===== config.mk =====
export PLATFORM = sky130hd
export DESIGN_NAME = byte_striping
export DESIGN_NICKNAME = d
export VERILOG_FILES = /design/src/rtl/byte_striping.sv
export SDC_FILE = /design/constraint.sdc
export NUM_CORES = 1
export LEC_CHECK = 0
export ABC_CLOCK_PERIOD_IN_PS = 1700
export CORE_MARGIN = 2
export CORE_UTILIZATION = 47
export CTS_CLUSTER_SIZE = 28
export DETAILED_ROUTE_END_ITERATION = 7
export PLACE_DENSITY_LB_ADDON = 0.3
export RECOVER_POWER = 50
export SLEW_MARGIN = 5
export SYNTH_ARGS = -nofsm -noshare
export SYNTH_HDL_FRONTEND = slang
export SYNTH_SLANG_ARGS = --single-unit

===== constraint.sdc =====
create_clock -name clk_2f -period 1.7 [get_ports clk_2f]
set_input_delay 0.34 -clock clk_2f [delete_from_list [all_inputs] [get_ports clk_2f]]
set_output_delay 0.34 -clock clk_2f [all_outputs]
set_load 0.05 [all_outputs]

===== src/rtl/byte_striping.sv =====
// Two-lane byte striper: pairs consecutive valid bytes onto lane 0/1 and holds each pair for two clk_2f cycles.
// Optional BYTE_STRIPING_FLUSH_EN flushes an unpaired lane-0 byte after FLUSH_CYCLES idle cycles.
//
// state    | meaning
// ST_LANE0 | next valid byte is a lane-0 byte (captured into hold)
// ST_LANE1 | lane-0 byte pending in hold; next valid byte launches the pair
module byte_striping #(
  parameter int DATA_WIDTH   = 8,
  parameter int FLUSH_CYCLES = 4
) (
  input  logic                  clk_2f,
  input  logic                  reset_L,
  input  logic [DATA_WIDTH-1:0] data_in,
  input  logic                  valid_in,
  output logic [DATA_WIDTH-1:0] data_stripe_0,
  output logic [DATA_WIDTH-1:0] data_stripe_1,
  output logic                  valid_stripe_0,
  output logic                  valid_stripe_1,
  output logic                  lane_sel
);

  typedef enum logic {
    ST_LANE0 = 1'b0,
    ST_LANE1 = 1'b1
  } state_t;

  state_t                state, state_nxt;
  logic                  launch, flush;
  logic [DATA_WIDTH-1:0] hold;
  logic [1:0]            timer;

`ifdef BYTE_STRIPING_FLUSH_EN
  logic [3:0] idle_cnt, idle_cnt_nxt;
`endif

  always_ff @(posedge clk_2f or negedge reset_L) begin
    if (!reset_L) state <= ST_LANE0;
    else          state <= state_nxt;
  end

  always_comb begin
    state_nxt = state;
    launch    = 1'b0;
    flush     = 1'b0;
`ifdef BYTE_STRIPING_FLUSH_EN
    idle_cnt_nxt = '0;
`endif
    if (state == ST_LANE0) begin
      if (valid_in) state_nxt = ST_LANE1;
    end else begin
      if (valid_in) begin
        launch    = 1'b1;
        state_nxt = ST_LANE0;
      end
`ifdef BYTE_STRIPING_FLUSH_EN
      else begin
        idle_cnt_nxt = (idle_cnt == 4'd15) ? idle_cnt : idle_cnt + 4'd1;
        // flush on the edge the idle count reaches the threshold
        if (idle_cnt_nxt == 4'(FLUSH_CYCLES)) begin
          flush        = 1'b1;
          idle_cnt_nxt = '0;
          state_nxt    = ST_LANE0;
        end
      end
`endif
    end
  end

`ifdef BYTE_STRIPING_FLUSH_EN
  always_ff @(posedge clk_2f or negedge reset_L) begin
    if (!reset_L) idle_cnt <= '0;
    else          idle_cnt <= idle_cnt_nxt;
  end
`endif

  always_ff @(posedge clk_2f or negedge reset_L) begin
    if (!reset_L) begin
      hold           <= '0;
      data_stripe_0  <= '0;
      data_stripe_1  <= '0;
      valid_stripe_0 <= 1'b0;
      valid_stripe_1 <= 1'b0;
      timer          <= 2'd0;
    end else begin
      if (state == ST_LANE0 && valid_in) hold <= data_in;
      if (launch) begin
        data_stripe_0  <= hold;
        data_stripe_1  <= data_in;
        valid_stripe_0 <= 1'b1;
        valid_stripe_1 <= 1'b1;
        timer          <= 2'd2;
      end else if (flush) begin
        data_stripe_0  <= hold;
        valid_stripe_0 <= 1'b1;
        valid_stripe_1 <= 1'b0;
        timer          <= 2'd2;
      end else if (timer != 2'd0) begin
        timer <= timer - 2'd1;
        // data lanes keep their last values; only the valids drop
        if (timer == 2'd1) begin
          valid_stripe_0 <= 1'b0;
          valid_stripe_1 <= 1'b0;
        end
      end
    end
  end

  assign lane_sel = (state == ST_LANE1);

endmodule


* After elaboration in Yosys (flattened, before gate mapping)
Index checks and enable logic that the tools add are counted.
** Word-level totals
- Output and inout bits :: 19
- Flip-flop bits (word level) :: 28
- Word-level logic and storage cells :: 23
- Input port bits :: 11
** Operators by class
- Reduce and logical (&&, ||, !) cells :: 5
- Equality and inequality tests :: 1
- Add/sub/neg operators :: 1
- Multiplexer cells :: 9
- Bitwise gates (word level) :: 1
** Operators with widths (number)
- $mux W1 :: 7
- $reduce_bool A2 Y1 :: 3
- $mux W2 :: 2
- $eq A2 B1 Y1 const B :: 1
- $reduce_and A2 Y1 :: 1
- $sub A2 B1 Y2 const B :: 1
- $logic_and A1 B1 Y1 :: 1
- $not A1 Y1 :: 1

* Depth between registers and ports, before layout
- Depth in word-level cells :: 4
- Mapped depth :: 5
- Gate-level depth less buffers :: 4

* Least setup slack after synthesis
Ideal clock, no wire load.
- Kind :: flip-flop to flip-flop
- Start :: register state (netlist: lane_sel)
- End :: register data_stripe_0[0]
- Required time :: 1.575 ns
- Clock period less this slack :: 1.579 ns
- Path buffers :: 2
- Stages on the path, launching flop included :: 5
- Path slack :: 0.121 ns
- Data arrival time :: 1.454 ns
- Library setup time :: 0.125 ns
- Cells stage by stage :: dfrtp_1 > ha_1 > buf_6 > buf_12 > mux2_4
** On the way
- Longest elaborated chain between the ends :: 1
** RTL lines
- start, declared :: line 27 : state_t state, state_nxt;
- start signal, assigned :: line 38 : else state <= state_nxt;
- $mux W1 :: line 48 : if (state == ST_LANE0) begin
- net launch :: line 28 : logic launch, flush;
- end signal, assigned :: line 87 : data_stripe_0 <= hold;
- end signal, assigned :: line 93 : data_stripe_0 <= hold;
- end, declared :: line 15 : output logic [DATA_WIDTH-1:0] data_stripe_0,
The timed path passes the listed nets, and every way through them passes these cells.
A chain may end at the register's enable or synchronous reset.

* Worst setup path after layout
- Start :: register data_stripe_1[0]
- End :: output data_stripe_1[0]
** RTL lines
- start, declared :: line 16 : output logic [DATA_WIDTH-1:0] data_stripe_1,
- start signal, assigned :: line 88 : data_stripe_1 <= data_in;
No word-level cell between the ends.

==> metrics.txt <==
# setup viols final 0; met3 GRT Util under 10%; # DRC 0; Final min period 1.48 ns; WL/cell between 10 and 15 microns; clk sink count 28; status finished, final reports clean; total core area around 2500 sq um; final WL about 1800 microns; Clock Latency Late Sink around 0.32 ns; Synth area leaders dfrtp_1, mux2_2, mux2_4; clk slew on worst S/H paths between 0.1 and 0.15 ns; count leader, synth dfrtp_1; CTS Buf Count 3; Seq cells post-synth 28; CTS Hold Buffers Added 0; cells after synthesis 74; CP max stage cell clkbuf_1; Cell Area, Synth approximately 1200 sq um; setup slack after layout ~0.22 ns; initial antenna violation count 0; ys flop type dfrtp_1; Nets approximately 120; placer congestion estimate between 0.6 and 0.7; Placement Rows 18; DRT Pass-1 Iters 2; Setup crit start kind flop; DP Wirelength between 1000 and 1500 microns; Area Overhead vs Synth 24.1%; met1 usage between 10% and 20%; GR Overflow Total 0; largest net degree at the start of global routing 29; Post-DRT Antenna Nets 0; MaxCap Viol Count 0; Post-Route Skew roughly 0.0078 ns; Seq/Total Area, Yosys between 50% and 60%; EDFF count, synth 0; clk root buf clkbuf_4; worst path cell trace clkbuf_1; I/O pin count 30; max incr delay on CP between 0.4 and 0.5 ns; Placed Area 1480 sq um; top post-synthesis cells by count dfrtp_1, mux2_2, mux2_4; DIE AREA between 2000 and 3000 sq um; Critical Path AT roughly 1.1 ns; RSZ-0062 raised after global routing false; post-CTS setup buffer count 0; CP endpoint kind output pin; syn nets 90; WS Path Type flop to output pin; met2 capacity usage during global routing about 23%; Rel. slew slack a little under three fifths; Die X 54.5 microns; top cell type's share of synthesized area 58.5%; I/O Buffers 29; DRT iter0 DRCs 2; clk buf depth 2; class of the worst hold path flop to flop; via/cell ratio 4.85; worst slack, placed -0.0700 ns; TritonCTS clock tree done; GR peak layer met2; number of global-route vias before repair 629; global-route wire length before repair 2850 microns; final worst-path cycle share 87.2%; die height between 50 and 60 microns; Worst Path Required approximately 1.4 ns; Ys Warns 0; Synth async-reset ratio 100%; area leader, netlist dfrtp_1; layout cells sized above 1 49.5%; Util after Layout 60.6%; Top Family by Delay on Critical Path buffers and inverters; Slew Limit Fails 0; Max Clk Rate 675 MHz; worst-path maximum fanout 2; cts repair resizes 0; Diodes inserted 0; final instance area between 1000 and 1500 sq um; Post-Syn Area per Cell between 15 and 20 sq um; Fin. Hold Viols 0; htree depth 1; Unique masters post-synth 16; Via Count between 600 and 700; Buffers & Inverters on Critical Path 1; initial core utilization 48.8%; Worst Max-Slew Pin Slew ~0.67 ns; gr usage total between 10% and 20%
[final cells by class]
class / count / area [sq um]
Clock buffer: 4 / 36.3
Fill cell: 214 / 967
Inverter: 4 / 15.0
Multi-Input combinational cell: 38 / 432
Sequential cell: 28 / 701
Tap cell: 30 / 37.5
Timing Repair Buffer: 33 / 267
[cell usage in the layout, fill, tap and decap left out]
master           netlist  routed
ha_1                   5       5
clkbuf_8               0       1
buf_4                  1      15
clkdlybuf4s50_1        0       8
dlygate4sd3_1          0       2
buf_12                 1       1
o21bai_1               1       1
o21ai_0                1       1
nor2_1                 1       1
inv_1                  4       4
clkbuf_2               0       6
dfrtp_1               28      28
mux2_4                 9       9
a21o_2                 1       1
mux2_2                16      16
clkbuf_4               0       3
a21bo_2                1       1
nand2b_1               2       3
clkbuf_1               0       1
[through the flow]
stage	hold slack (ns)	cells	setup TNS [ns]
6_report	0.514	137	0
5_1_grt	0.535	137	0
4_1_cts	0.396	137	0
3_3_place_gp	0.480	133	-0.273
3_5_place_dp	0.493	133	-0.522
2_1_floorplan	0.0444	74	0
[logic make-up (layout without fill, tap and decap cells)]
logic type | Yosys count | in the layout | share of synthesized area, %
adders and majority gates | 5 | 5 | 5.22
muxes | 25 | 25 | 26.3
AOI/OAI and AO/OA | 4 | 4 | 2.61
DFF | 28 | 28 | 58.5
buffers and inverters | 8 | 41 | 4.91
and+or+nand+nor | 4 | 4 | 2.50
[state kept, by name, summed over array words and instances, names as in the netlist]
name            count
valid_stripe_1      1
data_stripe_0       8
hold                8
data_stripe_1       8
timer               2
lane_sel            1
[worst paths after layout]
check / slack, ns / cells after the start / end / from
max reg2reg: 0.44 / 3 / data_stripe_1[2] / lane_sel
min: 0.51 / 1 / data_stripe_0[2] / hold[2]
max: 0.22 / 1 / data_stripe_1[0] / data_stripe_1[0]
min in group asynchronous: 0.57 / 2 / data_stripe_0[6] / reset_L
min reg2reg: 0.51 / 1 / data_stripe_0[2] / hold[2]
max in group asynchronous: 0.69 / 2 / lane_sel / reset_L
[routing by layer]
layer | share of wire [%] | wire (microns)
met2 | 49 | 875
met5 | 0 | 0
met3 | 4.2 | 75
met4 | 0.84 | 15
met1 | 46 | 813
Power is left out: the tool's default activity adds up to more than one toggle a clock period on the data nets, which glitch-free logic cannot reach.
